`src/rtl/uart_receiver.sv`:
```
// UART receiver: 2-flop synchronized serial input, BCLK-oversampled
// start/data/stop sampling, framing-error flag and one-cycle done pulse.
module uart_receiver #(
  parameter int unsigned width      = 8,
  parameter int unsigned oversample = 16
) (
  input  logic             clk,
  input  logic             arst,
  input  logic             rst,
  input  logic             BCLK,
  input  logic             rx_en,
  input  logic             rx_data,
  output logic [width-1:0] data,
  output logic             done,
  output logic             busy,
  output logic             err
);

  localparam int unsigned tick_w = $clog2(oversample);
  localparam int unsigned bit_w  = $clog2(width + 1);

  localparam logic [tick_w-1:0] tick_mid  = tick_w'(oversample / 2 - 1);
  localparam logic [tick_w-1:0] tick_last = tick_w'(oversample - 1);
  localparam logic [bit_w-1:0]  bit_last  = bit_w'(width - 1);

  typedef enum logic [2:0] {
    IDLE  = 3'd0,
    START = 3'd1,
    DATA  = 3'd2,
    STOP  = 3'd3,
    DONE  = 3'd4
  } state_t;

  state_t             state_q, state_d;
  logic [tick_w-1:0]  tick_q, tick_d;
  logic [bit_w-1:0]   bit_q, bit_d;
  logic [width-1:0]   shift_q, shift_d;
  logic [width-1:0]   data_d;
  logic               err_d;
  logic               done_d;
  logic               busy_d;
  logic [1:0]         sync_q;
  logic               rx_s;

  assign rx_s = sync_q[1];

  // Two-flop synchronizer for the asynchronous serial line, idling high
  always_ff @(posedge clk or posedge arst) begin
    if (arst) begin
      sync_q <= 2'b11;
    end else if (rst) begin
      sync_q <= 2'b11;
    end else begin
      sync_q <= {sync_q[0], rx_data};
    end
  end

  // Next-state and datapath updates; counters only move on BCLK cycles
  always_comb begin
    state_d = state_q;
    tick_d  = tick_q;
    bit_d   = bit_q;
    shift_d = shift_q;
    data_d  = data;
    err_d   = err;
    case (state_q)
      IDLE: begin
        if (BCLK && rx_en && !rx_s) begin
          state_d = START;
          tick_d  = '0;
        end
      end
      START: begin
        if (BCLK) begin
          if (tick_q == tick_mid) begin
            if (!rx_s) begin
              state_d = DATA;
              tick_d  = '0;
              bit_d   = '0;
            end else begin
              state_d = IDLE;
            end
          end else begin
            tick_d = tick_q + tick_w'(1);
          end
        end
      end
      DATA: begin
        if (BCLK) begin
          if (tick_q == tick_last) begin
            shift_d = {rx_s, shift_q[width-1:1]};
            bit_d   = bit_q + bit_w'(1);
            tick_d  = '0;
            if (bit_q == bit_last) begin
              state_d = STOP;
            end
          end else begin
            tick_d = tick_q + tick_w'(1);
          end
        end
      end
      STOP: begin
        if (BCLK) begin
          if (tick_q == tick_last) begin
            if (rx_s) begin
              data_d = shift_q;
              err_d  = 1'b0;
            end else begin
              err_d  = 1'b1;
            end
            tick_d  = '0;
            state_d = DONE;
          end else begin
            tick_d = tick_q + tick_w'(1);
          end
        end
      end
      DONE: begin
        state_d = IDLE;
      end
      default: begin
        state_d = IDLE;
      end
    endcase
    done_d = (state_d == DONE);
    busy_d = (state_d == START) || (state_d == DATA) || (state_d == STOP);
  end

  // State and output registers; busy/done registered from the next state
  always_ff @(posedge clk or posedge arst) begin
    if (arst) begin
      state_q <= IDLE;
      tick_q  <= '0;
      bit_q   <= '0;
      shift_q <= '0;
      data    <= '0;
      err     <= 1'b0;
      done    <= 1'b0;
      busy    <= 1'b0;
    end else if (rst) begin
      state_q <= IDLE;
      tick_q  <= '0;
      bit_q   <= '0;
      shift_q <= '0;
      data    <= '0;
      err     <= 1'b0;
      done    <= 1'b0;
      busy    <= 1'b0;
    end else begin
      state_q <= state_d;
      tick_q  <= tick_d;
      bit_q   <= bit_d;
      shift_q <= shift_d;
      data    <= data_d;
      err     <= err_d;
      done    <= done_d;
      busy    <= busy_d;
    end
  end

endmodule

```
`config.mk`:
```
export PLATFORM = sky130hd
export DESIGN_NAME = uart_receiver
export DESIGN_NICKNAME = d
export VERILOG_FILES = /design/src/rtl/uart_receiver.sv
export SDC_FILE = /design/constraint.sdc
export NUM_CORES = 1
export LEC_CHECK = 0
export ABC_AREA = 0
export BUFFER_PORTS_ARGS = -buffer_cell sky130_fd_sc_hd__buf_2
export CAP_MARGIN = 20
export CELL_PAD_IN_SITES_DETAIL_PLACEMENT = 0
export CELL_PAD_IN_SITES_GLOBAL_PLACEMENT = 2
export CORE_MARGIN = 1
export CORE_UTILIZATION = 33
export DETAILED_ROUTE_END_ITERATION = 16
export GPL_TIMING_DRIVEN = 0
export PLACE_DENSITY_LB_ADDON = 0.15
export SLEW_MARGIN = 0
export SYNTH_ARGS = -nofsm -noshare
export SYNTH_HDL_FRONTEND = slang
export SYNTH_SLANG_ARGS = --single-unit
```
`constraint.sdc`:
```
create_clock -name clk -period 1.7 [get_ports clk]
set_input_delay 0.085 -clock clk [delete_from_list [all_inputs] [get_ports clk]]
set_output_delay 0.085 -clock clk [all_outputs]
set_load 0.01 [all_outputs]
```
==> impl_metrics.ini <==
[layout]
num-fill-cells = 461
syn_to_final_growth_pct = 27.57
nets = 204
drive_above_1_share = 0.2944
num_antenna_cells = 0

[sta]
worst_slack_ps = 44.47
finalHoldViolCount = 0
fmax_mhz = 604.0
finalMaxSlewViolations = 0
rsz0062_at_grt = yes
max_slew.worst_pin.slew_ps = 563.4
setup_tns_ps = 0
finalSetupViolCount = 0
finalCriticalPeriod_ps = 1656
fin_worst_skew_ps = 5.442
fin_crit_sh = 0.9738
slew_headroom = 0.6244

[global_routing]
overflow = 0
grt_pass1_wl_um = 6451
grt_pass1_vias = 1316
antenna_found_initial = 0
grt_usage = 0.1673
grt_max_degree = 22

[yosys]
synth_seq_area_share = 0.5043
synth-seq-cells = 32
synth_ff_type = dfrtp_1
synth_edf_count = 0
synth_commonest_cells = dfrtp_1 (30), o21ai_0 (20), nand2_1 (12)
synth_most_common_cell = dfrtp_1
ys_warn_count = 0
syn_avg_cell_area_um2 = 9.955
ys_types = 43
synthesis.nets = 168
yosys.area.top_type = dfrtp_1
synthArstFlopShare = 1.000
ys_top_cells_by_area = dfrtp_1 (47%), o21ai_0 (6.3%), nand3b_1 (4.7%), nand2b_1 (3.5%), dfstp_2 (3.3%)
synth_area_um2 = 1593
syn_inst = 160
synth_top_area_frac = 0.4713

[cts]
htreeDepth = 2
insertion_delay_ps = 280
numCtsBuffers = 5
cts.clk_slew.worst_paths_ps = 70
cts.sinks = 32
cts_buffer_depth = 2
clock-root-buffer = clkbuf_8
cts_tree = done

[place]
dp_slack_ps = -264.4
dp_hpwl_um = 2513
port_buffers = 15
place.gp.congestion = 0.7655

[floorplanning]
fp.dieH_um = 71.48
rows = 24
initial_core_util = 0.3536
io_pins = 17
coreArea_um2 = 4504
die_area_um2 = 5109
die_w_um = 71.48

[setup_path]
r2r_start = tick_q[1]
crit_start = tick_q[1]
crit_chain = ha_4 -> and4b_2 -> and3_4 -> o21bai_4 -> mux2_2
cpPeakStageDelay_ps = 410
required_ps = 1860
worstPathArrival_ps = 1820
cpMaxStageDelayCell = dfrtp_1
cp-start-kind = register
path_class = reg -> reg
worst-path-max-fanout = 6
end_kind = register

[flow_run]
drv_cap = 0

[power_and_ir_drop]
p_leak_nw = 0.9095
powerDensity_nw_per_um2 = 716.0
irDropWorstVdd_mv = 0.4350

[routing]
wire_per_inst_um = 15.53
antenna_left = 0
drt-initial-drc-count = 31
drtPass1Iterations = 4
drt_wl_total_um = 3868
drc = 0
vias = 1300
via_per_inst = 5.221

[hold_path]
hold_path_class = in -> reg
holdCritStartpoint = BCLK

[run_status]
outcome = finished, final reports clean
==> placed cells by master, fill, tap and decap left out, types with 5 or more instances in the layout <==
master | synthesis | final
nand3b_1 | 10 | 10
nor2_1 | 8 | 8
dfrtp_1 | 30 | 30
clkbuf_1 | 6 | 7
buf_4 | 1 | 13
inv_1 | 8 | 8
nand2_1 | 12 | 11
clkbuf_8 | 0 | 5
nand2b_1 | 9 | 9
buf_2 | 1 | 17
o21ai_0 | 20 | 20
==> power by group <==
group          switching [mW]  internal [mW]
registers             0.00912          0.777
logic                  0.0663         0.0507
clock network           0.262          0.290
==> stage by stage <==
step	area (µm²)	util	total power [mW]	cells	hold WS [ps]
after floorplan	1597	-	0.8569	160	194.2
after global placement	1737	0.3856	0.8869	227	271.6
after detailed placement	1764	0.3917	0.8962	228	164.6
after CTS	1956	0.4342	1.475	246	237.8
after global routing	2032	0.4511	1.542	249	257.8
final	2032	0.4511	1.455	249	265.0
==> logic make-up after synthesis <==
| kind of cell | Yosys count | synth area share |
|---|---|---|
| muxes | 5 | 0.03299 |
| and+or+nand+nor | 65 | 0.2380 |
| adders and majority gates | 2 | 0.01571 |
| AOI/OAI and AO/OA | 37 | 0.1524 |
| buffers and inverters | 18 | 0.05106 |
| xor gates and xnor gates | 1 | 0.005500 |
| DFF | 32 | 0.5043 |
==> cell type report <==
| class | count | area, µm² | area share |
|---|---|---|---|
| inverters | 8 | 30.03 | 0.01478 |
| repair buffers | 30 | 212.7 | 0.1047 |
| clock buffers | 8 | 80.08 | 0.03941 |
| well taps | 52 | 65.06 | 0.03202 |
| flip-flops and latches | 32 | 803.3 | 0.3953 |
| plain buffers | 9 | 51.30 | 0.02525 |
| multi-input cells | 110 | 789.5 | 0.3885 |
==> registers in the layout, indices dropped and copies added (netlist names) <==
signal and cells:
sync_q 2, state_q 3, err 1, shift_q 8
tick_q 4, busy 1, bit_q 4, data 8
done 1
==> path summary, 6_finish.rpt <==
path                              endpoint  slack [ps]  cells past startpoint
min in group asynchronous         bit_q[2]         390                      3
worst max register to register   tick_q[0]          40                      5
worst min register to register  shift_q[0]         490                      2
max in group asynchronous        sync_q[0]         730                      4
worst min-delay path              bit_q[0]         270                      3
worst max-delay path             tick_q[0]          40                      5
==> routing by layer <==
| layer | part of all wire | up-vias | wire, µm | GRT usage |
|---|---|---|---|---|
| met2 | 0.47 | 22 | 1807 | 0.2635 |
| met4 | 0.0088 | 0 | 34 | 0.05229 |
| li1 | - | 638 | - | - |
| met1 | 0.49 | 636 | 1907 | 0.2278 |
| met3 | 0.031 | 4 | 119 | 0.04219 |
| met5 | 0 | - | 0 | 0 |
==> what timing repair did <==
item	4_1_cts	5_1_grt
gates resized for setup	7	14
buffers inserted	8	4
setup endpoints to repair	22	8
hold buffers	2	0
hold endpoints to repair	12	0
pin swaps	6	4
==> critical path: cells and delay by family (launching register included) <==
family	cells	cell delay, ps
simple gates	2	450
flops	1	410
mux	1	340
fa+ha+maj	1	190
compound gates	1	150
Power figures use the tool's default switching activity.
